[src/rtl/pc_stack_if.sv]
`default_nettype none
// ============================================================================
//  Module      : pc_stack_if
//  Description : Control-word and status bundle between the control-word
//                decoder (master) and the program counter / return stack
//                (slave).
//  Revision    : 1.0  initial release
// ============================================================================
interface pc_stack_if #(
  parameter int WIDTH = 4,
  parameter int DEPTH = 4
);
  localparam int SPW = $clog2(DEPTH + 1);

  // Operation requests from the decoder
  logic             count_en;
  logic             jmp_en;
  logic             jcond_en;
  logic             cond_flag;
  logic             call_en;
  logic             ret_en;
  logic             halt;
  logic [WIDTH-1:0] jaddr;

  // Program-counter status back to the control/address path
  logic [WIDTH-1:0] pc;
  logic [SPW-1:0]   sp;
  logic             stack_full;
  logic             stack_empty;
  logic             halted;
  logic             err;

  modport master (
    output count_en, jmp_en, jcond_en, cond_flag, call_en, ret_en, halt, jaddr,
    input  pc, sp, stack_full, stack_empty, halted, err
  );

  modport slave (
    input  count_en, jmp_en, jcond_en, cond_flag, call_en, ret_en, halt, jaddr,
    output pc, sp, stack_full, stack_empty, halted, err
  );
endinterface
`default_nettype wire

[src/rtl/pc_stack.sv]
`default_nettype none
// ============================================================================
//  Module      : pc_stack
//  Description : Program counter with increment, absolute and conditional
//                jump, call/return through an internal return-address stack,
//                sticky error flag and a sticky halt state.
//  Revision    : 1.0  initial release
// ============================================================================
module pc_stack #(
  parameter int WIDTH = 4,
  parameter int DEPTH = 4
) (
  input  wire logic  CLK,
  input  wire logic  RST,
  pc_stack_if.slave  bus
);

  localparam int SPW   = $clog2(DEPTH + 1);
  // Stack slot index width; storage is rounded up to a power of two so that
  // the index never needs range checking. Only DEPTH slots are ever used.
  localparam int IDXW  = (DEPTH > 1) ? $clog2(DEPTH) : 1;
  localparam int SLOTS = 1 << IDXW;

  localparam logic [SPW-1:0] SP_FULL  = SPW'(DEPTH);
  localparam logic [SPW-1:0] SP_EMPTY = '0;

  localparam logic [0:0] ST_RUN    = 1'b0;
  localparam logic [0:0] ST_HALTED = 1'b1;

  // --------------------------------------------------------------------------
  // State
  // --------------------------------------------------------------------------
  logic [0:0]       state_q, state_d;
  logic [WIDTH-1:0] pc_q, pc_d;
  logic [SPW-1:0]   sp_q, sp_d;
  logic             err_q, err_d;
  logic [WIDTH-1:0] stack_q [0:SLOTS-1];

  // Stack write port and datapath helpers
  logic             push_en;
  logic [IDXW-1:0]  push_idx;
  logic [IDXW-1:0]  pop_idx;
  logic [WIDTH-1:0] pc_inc;
  logic             full;
  logic             empty;
  logic             run_en;
  logic             halted;

  assign pc_inc   = pc_q + WIDTH'(1);
  assign full     = (sp_q == SP_FULL);
  assign empty    = (sp_q == SP_EMPTY);
  // sp is in 1..DEPTH when popping, so the low bits minus one give the top slot
  assign push_idx = sp_q[IDXW-1:0];
  assign pop_idx  = sp_q[IDXW-1:0] - IDXW'(1);

  // --------------------------------------------------------------------------
  // Control FSM
  // --------------------------------------------------------------------------

  // State register: reset always returns to RUN
  always_ff @(posedge CLK) begin
    if (RST) begin
      state_q <= ST_RUN;
    end else begin
      state_q <= state_d;
    end
  end

  // Next state: halt is terminal until reset
  always_comb begin
    state_d = state_q;
    case (state_q)
      ST_RUN:    if (bus.halt) state_d = ST_HALTED;
      ST_HALTED: state_d = ST_HALTED;
      default:   state_d = ST_RUN;
    endcase
  end

  // FSM outputs: ops execute only in RUN and only when halt is not requested
  always_comb begin
    halted = 1'b0;
    run_en = 1'b0;
    case (state_q)
      ST_RUN:    run_en = ~bus.halt;
      ST_HALTED: halted = 1'b1;
      default:   run_en = 1'b0;
    endcase
  end

  // --------------------------------------------------------------------------
  // Datapath
  // --------------------------------------------------------------------------

  // Select one op per cycle by fixed priority; lower ops are dropped
  always_comb begin
    pc_d    = pc_q;
    sp_d    = sp_q;
    err_d   = err_q;
    push_en = 1'b0;
    if (run_en) begin
      if (bus.ret_en) begin
        if (!empty) begin
          pc_d = stack_q[pop_idx];
          sp_d = sp_q - SPW'(1);
        end else begin
          err_d = 1'b1;
        end
      end else if (bus.call_en) begin
        if (!full) begin
          push_en = 1'b1;
          pc_d    = bus.jaddr;
          sp_d    = sp_q + SPW'(1);
        end else begin
          err_d = 1'b1;
        end
      end else if (bus.jmp_en) begin
        pc_d = bus.jaddr;
      end else if (bus.jcond_en && bus.cond_flag) begin
        pc_d = bus.jaddr;
      end else if (bus.count_en) begin
        pc_d = pc_inc;
      end
    end
  end

  // Architectural registers with synchronous reset
  always_ff @(posedge CLK) begin
    if (RST) begin
      pc_q  <= '0;
      sp_q  <= '0;
      err_q <= 1'b0;
    end else begin
      pc_q  <= pc_d;
      sp_q  <= sp_d;
      err_q <= err_d;
    end
  end

  // Return-address storage; contents are don't-care after reset
  always_ff @(posedge CLK) begin
    if (!RST && push_en) begin
      stack_q[push_idx] <= pc_inc;
    end
  end

  // --------------------------------------------------------------------------
  // Outputs
  // --------------------------------------------------------------------------
  assign bus.pc          = pc_q;
  assign bus.sp          = sp_q;
  assign bus.stack_full  = full;
  assign bus.stack_empty = empty;
  assign bus.halted      = halted;
  assign bus.err         = err_q;

endmodule
`default_nettype wire

[src/flat_wrapper.sv]
// flat-port wrapper written by rule: the top's interface ports become plain ports
module pc_stack_flat 
#(
  parameter int WIDTH = 4,
  parameter int DEPTH = 4
)
  (CLK, RST, bus_count_en, bus_jmp_en, bus_jcond_en, bus_cond_flag, bus_call_en, bus_ret_en, bus_halt, bus_jaddr, bus_pc, bus_sp, bus_stack_full, bus_stack_empty, bus_halted, bus_err);
  pc_stack_if #(.WIDTH(WIDTH), .DEPTH(DEPTH)) bus_i ();
  input  wire logic CLK;
  input  wire logic RST;
  input wire logic [$bits(bus_i.count_en)-1:0] bus_count_en;
  input wire logic [$bits(bus_i.jmp_en)-1:0] bus_jmp_en;
  input wire logic [$bits(bus_i.jcond_en)-1:0] bus_jcond_en;
  input wire logic [$bits(bus_i.cond_flag)-1:0] bus_cond_flag;
  input wire logic [$bits(bus_i.call_en)-1:0] bus_call_en;
  input wire logic [$bits(bus_i.ret_en)-1:0] bus_ret_en;
  input wire logic [$bits(bus_i.halt)-1:0] bus_halt;
  input wire logic [$bits(bus_i.jaddr)-1:0] bus_jaddr;
  output wire logic [$bits(bus_i.pc)-1:0] bus_pc;
  output wire logic [$bits(bus_i.sp)-1:0] bus_sp;
  output wire logic [$bits(bus_i.stack_full)-1:0] bus_stack_full;
  output wire logic [$bits(bus_i.stack_empty)-1:0] bus_stack_empty;
  output wire logic [$bits(bus_i.halted)-1:0] bus_halted;
  output wire logic [$bits(bus_i.err)-1:0] bus_err;
  assign bus_i.count_en = bus_count_en;
  assign bus_i.jmp_en = bus_jmp_en;
  assign bus_i.jcond_en = bus_jcond_en;
  assign bus_i.cond_flag = bus_cond_flag;
  assign bus_i.call_en = bus_call_en;
  assign bus_i.ret_en = bus_ret_en;
  assign bus_i.halt = bus_halt;
  assign bus_i.jaddr = bus_jaddr;
  assign bus_pc = bus_i.pc;
  assign bus_sp = bus_i.sp;
  assign bus_stack_full = bus_i.stack_full;
  assign bus_stack_empty = bus_i.stack_empty;
  assign bus_halted = bus_i.halted;
  assign bus_err = bus_i.err;
  pc_stack #(.WIDTH(WIDTH), .DEPTH(DEPTH)) u_core (.CLK(CLK), .RST(RST), .bus(bus_i));
endmodule
[config.mk]
export PLATFORM = sky130hd
export DESIGN_NAME = pc_stack_flat
export DESIGN_NICKNAME = d
export VERILOG_FILES = /design/src/rtl/pc_stack_if.sv /design/src/rtl/pc_stack.sv /design/src/flat_wrapper.sv
export SDC_FILE = /design/constraint.sdc
export NUM_CORES = 1
export LEC_CHECK = 0
export BUFFER_PORTS_ARGS = -buffer_cell sky130_fd_sc_hd__buf_2
export CORE_MARGIN = 1
export CORE_UTILIZATION = 48
export DETAILED_ROUTE_END_ITERATION = 8
export GPL_TIMING_DRIVEN = 0
export PLACE_DENSITY = 0.79
export REMOVE_ABC_BUFFERS = 1
export SYNTH_ARGS = -nofsm -noshare
export SYNTH_HDL_FRONTEND = slang
export SYNTH_SLANG_ARGS = --single-unit
[constraint.sdc]
create_clock -name CLK -period 1.7 [get_ports CLK]
set_input_delay 0.085 -clock CLK [delete_from_list [all_inputs] [get_ports CLK]]
set_output_delay 0.085 -clock CLK [all_outputs]
set_load 0.1 [all_outputs]
======== Word level (Yosys, flattened, before mapping) ========
Memories as Yosys holds them, arrays and structs flattened.
Cells that the tools add are included.
word-level totals
  register bits ........................... 9
  memory bits (writable) .................. 16
  input port bits ......................... 13
  memories kept ........................... 1
memory list
  memory          depth  width  read ports  clocked after Yosys merged registers in  wr ports  RTL line        source
  u_core.stack_q  4      4      1           0                                        1         pc_stack.sv:37  logic [WIDTH-1:0] stack_q [0:SLOTS-1];
cells by class
  $add $sub $neg .......................... 4
  equality and inequality tests ........... 5
  multiplexer cells ....................... 25
  bitwise logic cells ..................... 2
  reductions and logical operators ........ 10
operator list
  operator                                                             number
  4-bit 2-to-1 mux                                                     7
  1-bit 2-to-1 mux                                                     13
  3-bit 2-to-1 mux                                                     4
  4-bit AND reduction                                                  3
  5-bit nonzero test                                                   1
  4-bit by 1-bit adder with 4-bit output (second input constant)       1
  2-bit != test (second input constant)                                2
  2-bit nonzero test                                                   2
  3-bit by 1-bit adder with 3-bit output (second input constant)       1
  3-bit == test (second input constant)                                1
  3-bit logical NOT                                                    1
  3-bit != test (second input constant)                                1
  3-bit by 1-bit subtractor with 3-bit output (second input constant)  1
  1-bit logical AND                                                    2
  2-bit by 1-bit != test with 1-bit output (second input constant)     1
  1-bit inverter                                                       2
  1-bit one-hot mux with 2 select lines                                1
  2-bit by 1-bit subtractor with 2-bit output (second input constant)  1
  1-bit logical NOT                                                    1

======== Longest topological paths before layout ========
Gate-level depths: netlist of run 1.
  depth in word-level cells ............... 8
  gate-level depth with buffers ........... 7

======== Worst setup path after synthesis of run 1 ========
Ideal clock, no wire load.
  kind .................................... register -> register
  start ................................... register u_core.sp_q[0], in the netlist u_core.bus.sp[0]
  end ..................................... memory u_core.stack_q[0][0], enable pin
  arrival time ............................ 2.678 ns
  required time ........................... 1.391 ns
  setup slack ............................. -1.287 ns
  stages on the path, launching flop included .. 8
  path buffers ............................ 1
  cells stage by stage .................... dfxtp_1 buf_6 inv_1 ha_1 and2_1 nor2_1 and4_1 and2_1
between the ends
  longest elaborated chain between the ends .. 8
ends and longest elaborated chain
  element                                 RTL line            source
  from (decl)                             pc_stack.sv:35      logic [SPW-1:0] sp_q, sp_d;
  from (signal assigned)                  pc_stack.sv:134     sp_q <= sp_d;
  3-bit == test                           pc_stack.sv:50      assign full = (sp_q == SP_FULL);
  named net bus_stack_full                flat_wrapper.sv:21  output wire logic [$bits(bus_i.stack_full)-1:0] bus_stack_full;
  1-bit 2-to-1 mux                        pc_stack.sv:109     if (!full) begin
  1-bit 2-to-1 mux                        pc_stack.sv:108     end else if (bus.call_en) begin
  1-bit 2-to-1 mux                        pc_stack.sv:101     if (bus.ret_en) begin
  1-bit 2-to-1 mux                        pc_stack.sv:100     if (run_en) begin
  1-bit logical AND                       pc_stack.sv:141     if (!RST && push_en) begin
  1-bit 2-to-1 mux                        pc_stack.sv:141
  1-bit 2-to-1 mux (implied by the code)  pc_stack.sv:142     stack_q[push_idx] <= pc_inc;
  to (decl)                               pc_stack.sv:37
The timed path passes the listed nets, and every way through them passes these cells.

======== Final worst setup path of run 1 ========
  start ................................... register u_core.sp_q[1], in the netlist u_core.bus.sp[1]
  end ..................................... memory u_core.stack_q[1][0], enable pin
between the ends
  longest elaborated chain between the ends .. 8
ends and longest elaborated chain
  element                                 RTL line
  3-bit == test                           pc_stack.sv:50
  1-bit 2-to-1 mux                        pc_stack.sv:109
  1-bit 2-to-1 mux                        pc_stack.sv:108
  1-bit 2-to-1 mux                        pc_stack.sv:101
  1-bit 2-to-1 mux                        pc_stack.sv:100
  1-bit logical AND                       pc_stack.sv:141
  1-bit 2-to-1 mux                        pc_stack.sv:141
  1-bit 2-to-1 mux (implied by the code)  pc_stack.sv:142
Parallel ways exist; a longest one is shown, timed or not.

==> load_flow_metrics.sql, run 1 <==
INSERT INTO impl_metrics (metric_group, metric, value, unit) VALUES
('outcome', 'run_status', 'completed', ''),
('timing', 'slew-limit-headroom', '67.4', '%'),
('layout', 'n_antenna_cell', '0', ''),
('clocking', 'clock_insertion_delay_worst_skew', '0.32', 'ns'),
('detailed_routing', 'vias_per_inst', '5.70', ''),
('logic_synthesis', 'synth.yosys.seq_area_share', '51.9', '%'),
('layout', 'fin_area', '1480', 'µm²'),
('place', 'dpl.hpwl', '1810', 'µm'),
('layout', 'multi_input_area', '592', 'µm²'),
('logic_synthesis', 'synth.distinct_cells', '37', ''),
('detailed_routing', 'routedWlPerCell', '16.0', 'µm'),
('clocking', 'cts_sinks', '25', ''),
('critical_path', 'crit_fanout', '7', ''),
('floorplan', 'placeable_core_area', '2500', 'µm²'),
('logic_synthesis', 'synthCells', '99', ''),
('place', 'io_buffers', '23', ''),
('min_path', 'holdCritPathClass', 'primary input to flip-flop', ''),
('timing', 'final-setup-viol-count', '0', ''),
('timing', 'min_tclk_post_route', '1.63', 'ns'),
('logic_synthesis', 'yosys_warnings', '0', ''),
('detailed_routing', 'drt_pass_1_iters', '4', ''),
('timing', 'fin_worst_hold_slack', '0.0317', 'ns'),
('global_route', 'grt_antenna_before_repair', '0', ''),
('critical_path', 'cp.arrival', '1.67', 'ns'),
('clocking', 'cts_buffers', '3', ''),
('layout', 'final_layout_size_suffix_gt1_share', '40.8', '%'),
('clocking', 'clockBufferDepth', '2', ''),
('layout', 'fill_cells', '200', ''),
('logic_synthesis', 'synthesis.area', '1270', 'µm²'),
('critical_path', 'worstSetupPathType', 'flip-flop to flip-flop', ''),
('power', 'powerDensity', '954', 'nW/µm²'),
('floorplan', 'fp.dieArea', '2860', 'µm²'),
('floorplan', 'std_cell_rows', '18', ''),
('global_route', 'grt_remaining_overflow', '0', ''),
('logic_synthesis', 'post_synth.cell_area_avg', '12.9', 'µm²'),
('place', 'dpl_cell_area', '1390', 'µm²'),
('layout', 'seqCellArea', '666', 'µm²'),
('place', 'place.gp.congestion', '0.757', ''),
('logic_synthesis', 'synthFlopType', 'edfxtp_1', ''),
('clocking', 'clock_tree.root_cell', 'clkbuf_4', ''),
('layout', 'net_count_reported_at_finish', '145', ''),
('timing', 'max_slew.worst_pin.slew', '0.493', 'ns'),
('detailed_routing', 'route.vias.total', '883', ''),
('logic_synthesis', 'async_sr_flop_fraction', '0', '%'),
('detailed_routing', 'dr.first_iter.drc_count', '19', ''),
('timing', 'maxSlewViolCount', '0', ''),
('timing', 'hold_fails_final_rpt', '0', ''),
('global_route', 'grt_max_degree', '15', ''),
('floorplan', 'ioPinCount', '24', ''),
('critical_path', 'worst_setup_path_start_kind', 'flip-flop', ''),
('timing', 'final.setup_skew', '0.00590', 'ns'),
('floorplan', 'die_width', '53.5', 'µm'),
('place', 'post_place_worst_slack', '-0.483', 'ns'),
('logic_synthesis', 'synth-edff-count', '16', ''),
('detailed_routing', 'drc', '0', ''),
('clocking', 'htreeDepth', '1', ''),
('global_route', 'grt_util_all_layers', '19.1', '%'),
('global_route', 'grt_pass1_vias', '776', ''),
('timing', 'maxClockFrequency', '615', 'MHz'),
('clocking', 'cts.clk_slew.worst_paths', '0.14', 'ns'),
('timing', 'fin_crit_sh', '95.7', '%'),
('floorplan', 'initial_core_utilization', '51.0', '%'),
('detailed_routing', 'detail-route-antenna-nets', '0', ''),
('layout', 'layout-area-overhead-vs-synth', '16.3', '%'),
('power', 'ir_drop', '0.000781', 'V'),
('power', 'leakagePower', '0.585', 'nW'),
('logic_synthesis', 'postSynthRegisterBits', '25', ''),
('floorplan', 'height_of_the_die', '53.5', 'µm'),
('job', 'timing.max_cap.violations', '0', ''),
('clocking', 'tritoncts', 'done', ''),
('detailed_routing', 'finalWirelength', '2480', 'µm'),
('critical_path', 'timing.critical_path.to_type', 'flip-flop', ''),
('global_route', 'grt_first_pass_wirelength', '3690', 'µm'),
('critical_path', 'cp_data_required_time', '1.74', 'ns'),
('timing', 'layout_setup_ws', '0.0727', 'ns'),
('power', 'total_power', '1.41', 'mW');
-- critical path, stage by stage, from the launching register on --
cell,delay [ns]
dfxtp_2,0.38
inv_2,0.08
ha_4,0.18
and2_1,0.16
nor2_1,0.09
and4_4,0.25
and2_2,0.21
-- synth_stat cells, types with 2 or more instances --
library cell   n  area share (%)
edfxtp_1      16              38
dfxtp_1        9              14
nor2_1         8             2.4
a21oi_1        6             2.4
and2_1         5             2.5
ha_1           5             4.9
inv_1          5             1.5
mux4_2         4             7.1
o21ai_0        4             1.6
nand2_1        3            0.88
a2111o_1       2             1.8
buf_6          2             1.8
mux2i_1        2             1.6
nor2b_1        2            0.98
o211ai_1       2             1.2
xnor2_1        2             1.4
xor2_1         2             1.4
-- logic make-up after synthesis --
kind of cell | after synthesis | share of synthesized area, %
AND/OR/NAND/NOR | 26 | 11.7
flip-flops | 25 | 51.9
AO/OA/AOI/OAI | 22 | 13.6
buffers and inverters | 9 | 4.13
multiplexers | 7 | 9.53
adder cells (fa/ha/maj) | 6 | 6.48
XOR/XNOR | 4 | 2.75
-- cell type report --
class                           count  area share (%)
Multi-Input combinational cell     65            39.9
Timing Repair Buffer               26            9.46
Clock inverter                      1           0.338
Clock buffer                        3            1.52
Tap cell                           30            2.53
Inverter                            5            1.27
Sequential cell                    25            44.9
-- through the flow --
stage                 TNS, ns  std cells  util, %
finish                      0        155     59.3
global route        -0.000461        155     59.3
CTS                         0        154     58.4
detailed placement      -9.45        148     55.7
global placement        -8.86        148     55.7
floorplan              -31.54         95        -
-- where the power goes --
group / internal (mW) / total, mW / switching [mW]
Sequential: 0.675 / 0.696 / 0.0212
Combinational: 0.133 / 0.455 / 0.322
Clock: 0.0881 / 0.263 / 0.175
-- repair_timing --
item	in CTS	in global routing
endpoints found under the hold margin	0	0
resized for setup	11	7
endpoints found under the setup margin	25	23
hold buffers	0	0
buffers inserted	2	1
pin swaps	1	1
-- flip-flops by register name (all words and copies together) (netlist names) --
signal / cells
u_core.stack_q: 16
u_core.bus.pc: 4
u_core.bus.err: 1
u_core.bus.sp: 3
u_core.state_q: 1
-- final timing paths --
path / startpoint / endpoint / slack [ns] / cells past startpoint
worst max register to register: u_core.bus.sp[1]$_SDFFE_PP0P_ / u_core.stack_q[1][0]$_DFFE_PP_ / 0.07 / 6
worst min-delay path: bus_halt / u_core.state_q$_SDFF_PP0_ / 0.03 / 3
worst min register to register: u_core.bus.err$_SDFFE_PP0P_ / u_core.bus.err$_SDFFE_PP0P_ / 0.47 / 2
worst max-delay path: u_core.bus.sp[1]$_SDFFE_PP0P_ / u_core.stack_q[1][0]$_DFFE_PP_ / 0.07 / 6
-- layer usage --
| layer | global-route usage, % | part of all wire, % | vias to the layer above |
|---|---|---|---|
| met4 | 8.33 | 0.69 | 0 |
| met3 | 4.31 | 5.0 | 2 |
| li1 | - | - | 419 |
| met5 | 0 | 0 | - |
| met2 | 31.0 | 51 | 25 |
| met1 | 24.1 | 43 | 437 |
-- layout by cell type (no fill, tap or decap), drive strengths merged --
cell and n:
buf 26, edfxtp 16, nor2 9, dfxtp 9, a21oi 6, ha 5, inv 5, and2 5
mux4 4, o21ai 4, nand2 3, clkbuf 3, nor2b 3, xnor2 2, o211ai 2, mux2i 2
a2111o 2, xor2 2, o31a 2, and4 1, nand3 1, and3b 1, o21a 1, a211o 1
o31ai 1, or2b 1, a311oi 1, a21boi 1, nand3b 1, or3 1, a211oi 1, mux2 1
fa 1, clkinv 1
No activity file was read; power rests on OpenSTA's default activity.
==> run 2: changes to the inputs <==
--- a/config.mk
+++ b/config.mk
@@ -10,7 +10,7 @@
 export CORE_UTILIZATION = 48
 export DETAILED_ROUTE_END_ITERATION = 8
 export GPL_TIMING_DRIVEN = 0
-export PLACE_DENSITY = 0.79
+export PLACE_DENSITY = 0.73
 export REMOVE_ABC_BUFFERS = 1
 export SYNTH_ARGS = -nofsm -noshare
 export SYNTH_HDL_FRONTEND = slang
==> run 2 against run 1 <==
Effect of this change:
- non-clock buffer count unchanged
- via count down 4.1%
- sequential power about the same
- die area unchanged
- core utilization up 0.30 points
- critical path depth unchanged
- first-iteration DRC count down 47%
- critical endpoint is now u_core.stack_q[3][1]$_DFFE_PP_
==> load_flow_metrics.sql, run 2 (synthesis results as in run 1) <==
INSERT INTO impl_metrics (metric_group, metric, value, unit) VALUES
('power', 'powerDensity', '964', 'nW/µm²'),
('critical_path', 'worst-path-stages', '6', ''),
('clocking', 'cts_buffers', '3', ''),
('layout', 'net_count_reported_at_finish', '145', ''),
('place', 'dpl_cell_area', '1390', 'µm²'),
('layout', 'largest_register', 'u_core.stack_q', ''),
('layout', 'fin_area', '1490', 'µm²'),
('power', 'total_power', '1.44', 'mW'),
('critical_path', 'worstSetupPathType', 'flip-flop to flip-flop', ''),
('timing', 'unrepaired_setup_endpoints_after_global_routing', 'false', ''),
('job', 'timing.max_cap.violations', '0', ''),
('floorplan', 'std_cell_rows', '18', ''),
('power', 'ir_drop', '0.000636', 'V'),
('critical_path', 'timing.critical_path.to_type', 'flip-flop', ''),
('timing', 'slew-limit-headroom', '67.9', '%'),
('detailed_routing', 'route.vias.total', '847', ''),
('min_path', 'holdCritPathClass', 'primary input to flip-flop', ''),
('floorplan', 'fp.dieArea', '2860', 'µm²'),
('layout', 'fill_cells', '202', ''),
('clocking', 'clock_tree.root_cell', 'clkbuf_4', ''),
('floorplan', 'placeable_core_area', '2500', 'µm²'),
('critical_path', 'cp_cell_sequence', 'inv_2 > ha_4 > and2_1 > nor2_1 > and4_4 > and2_4', ''),
('global_route', 'grt_antenna_before_repair', '0', ''),
('critical_path', 'worstSetupEndpoint', 'u_core.stack_q[3][1]$_DFFE_PP_', ''),
('timing', 'hold_fails_final_rpt', '0', ''),
('global_route', 'grt_first_pass_wirelength', '3440', 'µm'),
('critical_path', 'critical_path.top_delay_family', 'simple AND/OR/NAND/NOR gates', ''),
('layout', 'largest_reg_flops', '16', ''),
('layout', 'layout.core_utilization', '59.6', '%'),
('detailed_routing', 'detail-route-antenna-nets', '0', ''),
('critical_path', 'r2r_start', 'u_core.bus.sp[0]$_SDFFE_PP0P_', ''),
('layout', 'layout.cells.most_common', 'buf_2', ''),
('timing', 'fin_tns_setup', '0', 'ns'),
('critical_path', 'reg2reg_slack', '0.09', 'ns'),
('detailed_routing', 'vias_per_inst', '5.46', ''),
('critical_path', 'crit_slowest_cell', 'dfxtp_4', ''),
('clocking', 'htreeDepth', '1', ''),
('global_route', 'grt_util_all_layers', '18.1', '%'),
('timing', 'maxSlewViolCount', '0', ''),
('timing', 'final.setup_skew', '0.00240', 'ns'),
('clocking', 'cts_sinks', '25', ''),
('clocking', 'postCtsHoldBufs', '0', ''),
('detailed_routing', 'routedWlPerCell', '15.2', 'µm'),
('layout', 'n_antenna_cell', '0', ''),
('clocking', 'tritoncts', 'done', ''),
('critical_path', 'cp_data_required_time', '1.76', 'ns'),
('timing', 'fin_crit_sh', '94.7', '%'),
('floorplan', 'initial_core_utilization', '51.0', '%'),
('critical_path', 'cp.arrival', '1.67', 'ns'),
('global_route', 'grt_max_degree', '17', ''),
('timing', 'max_slew.worst_pin.slew', '0.485', 'ns'),
('clocking', 'cts.clk_slew.worst_paths', '0.14', 'ns'),
('floorplan', 'height_of_the_die', '53.5', 'µm'),
('power', 'leakagePower', '0.587', 'nW'),
('detailed_routing', 'dr.first_iter.drc_count', '10', ''),
('detailed_routing', 'drc', '0', ''),
('critical_path', 'crit_fanout', '7', ''),
('critical_path', 'critical_path_buf_inv_count', '1', ''),
('layout', 'layout-area-overhead-vs-synth', '16.9', '%'),
('critical_path', 'critical_path.reg2reg.endpoint', 'u_core.stack_q[3][1]$_DFFE_PP_', ''),
('floorplan', 'die_width', '53.5', 'µm'),
('clocking', 'clockBufferDepth', '2', ''),
('timing', 'min_tclk_post_route', '1.61', 'ns'),
('clocking', 'clock_insertion_delay_worst_skew', '0.32', 'ns'),
('global_route', 'grt_pass1_vias', '718', ''),
('outcome', 'run_status', 'completed', ''),
('timing', 'maxClockFrequency', '621', 'MHz'),
('critical_path', 'startpoint', 'u_core.bus.sp[0]$_SDFFE_PP0P_', ''),
('place', 'io_buffers', '23', ''),
('place', 'place.gp.congestion', '0.743', ''),
('critical_path', 'worst_setup_path_start_kind', 'flip-flop', ''),
('detailed_routing', 'finalWirelength', '2360', 'µm'),
('place', 'dpl.hpwl', '1720', 'µm'),
('detailed_routing', 'drt_pass_1_iters', '3', ''),
('critical_path', 'cpPeakStageDelay', '0.38', 'ns'),
('layout', 'most-common-layout-cells', 'buf_2, edfxtp_1, nor2_1, dfxtp_1, a21oi_1', ''),
('critical_path', 'timing.reg2reg.worst_path_depth', '6', ''),
('layout', 'final_layout_size_suffix_gt1_share', '40.8', '%'),
('global_route', 'grt_remaining_overflow', '0', ''),
('timing', 'final-setup-viol-count', '0', ''),
('floorplan', 'ioPinCount', '24', '');
==> run 2: how the worst min path moves through the flow <==
stage / cells past startpoint / to / startpoint
2_1_floorplan: 1 / u_core.bus.pc[2]$_SDFFE_PP0P_ / RST
3_3_place_gp: 3 / u_core.state_q$_SDFF_PP0_ / bus_halt
3_5_place_dp: 3 / u_core.state_q$_SDFF_PP0_ / bus_halt
4_1_cts: 3 / u_core.state_q$_SDFF_PP0_ / bus_halt
5_1_grt: 2 / u_core.bus.sp[1]$_SDFFE_PP0P_ / RST
6_report: 3 / u_core.state_q$_SDFF_PP0_ / bus_halt
==> run 2: final cells by class <==
| class | count | area (µm²) | area share [%] |
|---|---|---|---|
| Sequential cell | 25 | 666 | 44.7 |
| Multi-Input combinational cell | 65 | 593 | 39.8 |
| Timing Repair Buffer | 26 | 143 | 9.58 |
| Tap cell | 30 | 37.5 | 2.52 |
| Clock buffer | 3 | 22.5 | 1.51 |
| Inverter | 5 | 18.8 | 1.26 |
| Clock inverter | 1 | 8.76 | 0.588 |
==> run 2: per-stage QoR <==
stage | hold WS (ns) | cells | setup slack, ns
6_report | 0.0230 | 155 | 0.0903
5_1_grt | 0.0383 | 155 | 0.0143
4_1_cts | 0.00519 | 154 | 0.0184
3_5_place_dp | 0.357 | 148 | -0.493
3_3_place_gp | 0.349 | 148 | -0.475
2_1_floorplan | 0.150 | 95 | -1.47
==> run 2: tightest hold or removal path: stages <==
cell and delay [ns]:
buf_2 0.08, nor2_2 0.07, nor2_1 0.08
==> run 2: what timing repair did <==
item                       4_1_cts  5_1_grt
buffers inserted                 2        1
gates cloned                     0        0
setup endpoints to repair       25       22
pin swaps                        1        1
gates resized for setup         11        9
==> run 2: per-layer routing <==
layer | part of all wire [%] | vias to the layer above | global-route usage, %
li1 | - | 419 | -
met1 | 46 | 410 | 25.0
met2 | 49 | 12 | 26.9
met3 | 2.6 | 6 | 4.02
met4 | 2.4 | 0 | 8.33
met5 | 0 | - | 0
==> run 2: power by group <==
part / total, mW / internal, mW / switching [mW] / leakage (nW)
combinational: 0.455 / 0.135 / 0.319 / 0.350
sequential: 0.695 / 0.675 / 0.0203 / 0.218
clock: 0.286 / 0.0958 / 0.190 / 0.0183
total: 1.44 / 0.906 / 0.529 / 0.587
